===== config.mk =====
export PLATFORM = sky130hd
export DESIGN_NAME = wb_commit_stage
export DESIGN_NICKNAME = d
export VERILOG_FILES = /design/src/rtl/wb_commit_stage.sv
export SDC_FILE = /design/constraint.sdc
export NUM_CORES = 1
export LEC_CHECK = 0
export ABC_AREA = 1
export CORE_ASPECT_RATIO = 1.2
export CORE_MARGIN = 4
export CORE_UTILIZATION = 50
export DETAILED_ROUTE_END_ITERATION = 7
export PLACE_DENSITY_LB_ADDON = 0.3
export SLEW_MARGIN = 10
export SYNTH_ARGS = -nofsm -noshare
export SYNTH_HDL_FRONTEND = slang
export SYNTH_SLANG_ARGS = --single-unit

===== constraint.sdc =====
create_clock -name clk -period 4 [get_ports clk]
set_clock_uncertainty 0.1 [all_clocks]
set_input_delay 0.4 -clock clk [delete_from_list [all_inputs] [get_ports clk]]
set_output_delay 0.4 -clock clk [all_outputs]
set_load 0.005 [all_outputs]

===== src/rtl/wb_commit_stage.sv =====
// rtl/wb_commit_stage.sv - dual-issue writeback stage with skid buffer, write-conflict resolution and forwarding
// Optional trace outputs and commit counter: define WB_COMMIT_TRACE_EN
module wb_commit_stage #(
    parameter int DATA_W = 32,
    parameter int ADDR_W = 5
) (
    input  logic              clk,
    input  logic              rst_n,
    input  logic              flush,
    input  logic              commit_stall,
    input  logic [1:0]        mem_valid,
    output logic              wb_ready,
    input  logic [DATA_W-1:0] mem_pc1,
    input  logic [DATA_W-1:0] mem_pc2,
    input  logic [1:0]        mem_reg_we,
    input  logic [ADDR_W-1:0] mem_reg_waddr1,
    input  logic [ADDR_W-1:0] mem_reg_waddr2,
    input  logic [DATA_W-1:0] mem_reg_wdata1,
    input  logic [DATA_W-1:0] mem_reg_wdata2,
    output logic [1:0]        reg_write_en,
    output logic [ADDR_W-1:0] reg_write_addr1,
    output logic [ADDR_W-1:0] reg_write_addr2,
    output logic [DATA_W-1:0] reg_write_data1,
    output logic [DATA_W-1:0] reg_write_data2,
    output logic [1:0]        fwd_valid,
    output logic [ADDR_W-1:0] fwd_addr1,
    output logic [ADDR_W-1:0] fwd_addr2,
    output logic [DATA_W-1:0] fwd_data1,
    output logic [DATA_W-1:0] fwd_data2
`ifdef WB_COMMIT_TRACE_EN
    ,
    output logic [DATA_W-1:0] debug_wb_pc1,
    output logic [DATA_W-1:0] debug_wb_pc2,
    output logic [1:0]        debug_wb_rf_we,
    output logic [ADDR_W-1:0] debug_wb_rf_wnum1,
    output logic [ADDR_W-1:0] debug_wb_rf_wnum2,
    output logic [DATA_W-1:0] debug_wb_rf_wdata1,
    output logic [DATA_W-1:0] debug_wb_rf_wdata2,
    output logic [31:0]       commit_cnt
`endif
);

    typedef struct packed {
        logic [1:0]        valid;
        logic [DATA_W-1:0] pc1;
        logic [DATA_W-1:0] pc2;
        logic [1:0]        we;
        logic [ADDR_W-1:0] waddr1;
        logic [ADDR_W-1:0] waddr2;
        logic [DATA_W-1:0] wdata1;
        logic [DATA_W-1:0] wdata2;
    } pair_t;

    pair_t s_q, s_d;
    pair_t k_q, k_d;
    pair_t in_pair;

    logic accept;
    logic retire;
    logic en0;
    logic en1;
    logic conflict;

    // Ready depends only on the skid register so MEM never sees a stall-to-ready path.
    assign wb_ready = ~(|k_q.valid);
    assign accept   = (|mem_valid) & wb_ready & ~flush;
    assign retire   = (|s_q.valid) & ~commit_stall & ~flush;

    // Bundle the offered MEM pair into the stage payload format.
    always_comb begin
        in_pair        = '0;
        in_pair.valid  = mem_valid;
        in_pair.pc1    = mem_pc1;
        in_pair.pc2    = mem_pc2;
        in_pair.we     = mem_reg_we;
        in_pair.waddr1 = mem_reg_waddr1;
        in_pair.waddr2 = mem_reg_waddr2;
        in_pair.wdata1 = mem_reg_wdata1;
        in_pair.wdata2 = mem_reg_wdata2;
    end

    // Routing: skid drains into the stage first so MEM pairs never overtake older ones.
    always_comb begin
        s_d = s_q;
        k_d = k_q;
        if (flush) begin
            s_d = '0;
            k_d = '0;
        end else if (|k_q.valid) begin
            if (retire) begin
                s_d = k_q;
                k_d = '0;
            end
        end else if (!(|s_q.valid) || retire) begin
            s_d = accept ? in_pair : '0;
        end else if (accept) begin
            k_d = in_pair;
        end
    end

    // Stage and skid registers.
    always_ff @(posedge clk or negedge rst_n) begin
        if (!rst_n) begin
            s_q <= '0;
            k_q <= '0;
        end else begin
            s_q <= s_d;
            k_q <= k_d;
        end
    end

    // Per-slot enables; on same destination the younger slot1 write wins.
    always_comb begin
        en0          = s_q.valid[0] & s_q.we[0] & (s_q.waddr1 != '0) & ~commit_stall & ~flush;
        en1          = s_q.valid[1] & s_q.we[1] & (s_q.waddr2 != '0) & ~commit_stall & ~flush;
        conflict     = en0 & en1 & (s_q.waddr1 == s_q.waddr2);
        reg_write_en = {en1, en0 & ~conflict};
    end

    assign reg_write_addr1 = s_q.valid[0] ? s_q.waddr1 : '0;
    assign reg_write_addr2 = s_q.valid[1] ? s_q.waddr2 : '0;
    assign reg_write_data1 = s_q.valid[0] ? s_q.wdata1 : '0;
    assign reg_write_data2 = s_q.valid[1] ? s_q.wdata2 : '0;

    assign fwd_valid = reg_write_en;
    assign fwd_addr1 = reg_write_addr1;
    assign fwd_addr2 = reg_write_addr2;
    assign fwd_data1 = reg_write_data1;
    assign fwd_data2 = reg_write_data2;

`ifdef WB_COMMIT_TRACE_EN
    assign debug_wb_pc1       = s_q.valid[0] ? s_q.pc1 : '0;
    assign debug_wb_pc2       = s_q.valid[1] ? s_q.pc2 : '0;
    assign debug_wb_rf_we     = reg_write_en;
    assign debug_wb_rf_wnum1  = reg_write_addr1;
    assign debug_wb_rf_wnum2  = reg_write_addr2;
    assign debug_wb_rf_wdata1 = reg_write_data1;
    assign debug_wb_rf_wdata2 = reg_write_data2;

    // Count retired instructions (not pairs); wraps naturally at 2^32.
    always_ff @(posedge clk or negedge rst_n) begin
        if (!rst_n) begin
            commit_cnt <= '0;
        end else if (retire) begin
            commit_cnt <= commit_cnt + {31'b0, s_q.valid[0]} + {31'b0, s_q.valid[1]};
        end
    end
`endif

endmodule


==> results by group <==
Run status
  – Status: finished with violations
  – Failing checks: hold timing

Placement
  – Area after DPL: 0.0104 mm2
  – HPWL Detailed: 14300 um
  – IO buf count: 234
  – Final RePlAce weighted congestion: 0.784
  – Dpl cells: 1551

Timing
  – Hold Fails Final Rpt: 5
  – Fin crit share: 83.3%
  – Total negative setup slack: 0 ps
  – Final Max Tran Viols: 0
  – RSZ-0062 raised after global routing: no
  – Hold slack final: -21.6 ps
  – Actual slew at the worst max-slew pin: 1110 ps
  – Final setup violation count: 0
  – Tmin final: 3330 ps
  – Fmax: 300 MHz
  – Relative slew slack: 25.5%

Floorplanning
  – Area of the die: 0.0194 mm2
  – Die Y: 152 um
  – IO Count: 299
  – Cell row count: 52
  – Core Area: 0.0169 mm2
  – Initial Util: 51.0%
  – Die Wd: 128 um

Logic synthesis
  – Post-synth ARST share: 100%
  – Commonest cells in the netlist: nand2_1, dfrtp_1, inv_1
  – YS warnings: 0
  – Unique cell type count in the Yosys netlist: 21
  – Mapped Cells: 1239
  – Post-synthesis register bit count: 156
  – Number of flops mapped to enable cells by yosys: 0
  – Seq/Total Area, Yosys: 45.4%
  – Largest cells by area after synthesis: dfrtp_1, nand2_1, buf_4
  – Ys flop type: dfrtp_1
  – Dominant cell type by area after synthesis: dfrtp_1
  – Net Count, Synth: 1385
  – Yosys top cell area share: 45.4%
  – Mean Syn Cell Area: 6.93 um2
  – Most common cell in the netlist: nand2_1
  – Post-synthesis cell area: 0.00859 mm2

Setup path
  – Setup CP Type: input port to flop
  – CP peak stage delay: 800 ps
  – Worst path cell trace: clkdlybuf4s50_1 -> nor2_1 -> inv_1 -> nand2_1 -> o21ai_4 -> nand2_4 -> nand2_1 -> nand2_1
  – Worst path required time: 4190 ps
  – CP max-delay cell: clkdlybuf4s50_1
  – Critical path endpoint category: flop
  – CP Data Arrival Time: 3530 ps
  – Cell mode on critical path: nand2_1
  – Worst reg2reg path depth: 8
  – Crit path launch type: input port
  – CP Max Fanout: 78

Clock tree
  – Reg clk slew, reported paths: 60 ps
  – CTS Buf Count: 17
  – Post-CTS Setup Inserts: 0
  – CTS Hold Bufs: 0
  – Post-CTS sizing: 0
  – Clock buffer depth: 2
  – CTS tree: done
  – H-tree depth: 4
  – Clk_lat worst skew: 420 ps
  – Sink Count: 156
  – CTS Root Cell: clkbuf_16

GRT
  – Initial antenna violation count: 0
  – Total GRT Usage: 23.7%
  – Remaining global-route overflow: 0
  – Largest net degree at the start of global routing: 95
  – First-pass GRT wire length: 37100 um
  – Vias in the first global route: 7596

Drt
  – DR WL met3: 1300 um
  – WL final: 23000 um
  – Vias per inst: 4.99
  – Wl on met1: 9770 um
  – DR DRC count: 0
  – ANT nets after route: 0
  – Pre-Repair DR Iteration Count: 8
  – Highest layer used for signal routing: met4
  – Met2 wire length: 11600 um
  – DR iter-0 viols: 559
  – DR vias: 7895
  – Routed WL per cell: 14.5 um

Hold path
  – Hold WC Path Type: input port to asynchronous set/reset pin

Finish
  – Final instance area: 0.0110 mm2
  – Final nets: 1500
  – Area delta synth->final: 28.4%
  – Finished Layout Cells: 1581
  – ANT cells: 0
  – Share of cells above drive strength 1: 4.03%

Pwr
  – Power per cell area: 560 mW/mm2
  – Static Leak: 6.09 nW
  – Worst VDD drop: 0.375 mV

Job
  – # Max-Cap Violations: 0
==> final cells by class <==
cell class / instances / area (um2)
Clock buffer: 22 / 474
Clock inverter: 8 / 140
Inverter: 98 / 370
Sequential cell: 156 / 3900
Timing Repair Buffer: 246 / 2430
Multi-Input combinational cell: 835 / 3440
Fill cell: 1469 / 5820
Tap cell: 216 / 270
==> layout by cell type, fill, tap and decap left out <==
master           instances
a21oi_4                  1
buf_4                   12
buf_6                    1
bufinv_16                4
clkbuf_1                 2
clkbuf_16               17
clkbuf_8                 3
clkdlybuf4s50_1        233
clkinv_2                 4
dfrtp_1                156
inv_1                   93
inv_2                    4
inv_4                    1
nand2_1                649
nand2_2                  1
nand2_4                  1
nand3_1                 39
nand3_4                  1
nand4_1                 46
nor2_1                  44
nor2_4                   4
o21ai_0                 47
o21ai_4                  1
xnor2_1                  1
==> power breakdown <==
part	switching, mW	internal, mW
Sequential	0.221	1.97
Combinational	1.56	0.736
Clock	0.608	1.08
==> metrics by stage <==
stage	utilization (%)	power [mW]	worst slack, ps
2_1_floorplan	-	3.77	2340
3_3_place_gp	61.8	4.48	235
3_5_place_dp	61.8	4.53	263
4_1_cts	65.5	6.23	689
5_1_grt	65.5	6.60	419
6_report	65.5	6.18	670
==> worst max-delay path: cells and delay by family <==
kind            cells  cell delay, ps
simple gates        5            1390
compound gates      1             800
buf+inv             2             880
==> path summary, 6_finish.rpt <==
kind / slack (ps) / start / end
setup reg to reg: 1100 / k_q[141] / s_q[61]
min in group clk: 370 / k_q[31] / k_q[31]
hold / removal: -20 / rst_n / s_q[36]
hold reg to reg: 370 / k_q[31] / k_q[31]
max in group asynchronous: 2750 / rst_n / k_q[43]
setup / recovery: 670 / flush / k_q[45]
==> flip-flops by register name, indices dropped and copies added (netlist names) <==
signal,cells
s_q,78
k_q,78
==> cells by family after synthesis <==
group | Yosys count | synth area share [%]
buffers and inverters | 248 | 15.0
and+or+nand+nor | 785 | 36.5
AOI/OAI and AO/OA | 49 | 3.03
xor gates and xnor gates | 1 | 0.102
DFF | 156 | 45.4
==> routing by layer <==
| metal | track usage [%] | vias up |
|---|---|---|
| met3 | 3.68 | 23 |
| li1 | - | 3919 |
| met5 | 0 | - |
| met2 | 40.9 | 268 |
| met1 | 31.0 | 3685 |
| met4 | 6.95 | 0 |
No activity file was read; power rests on OpenSTA's default activity.
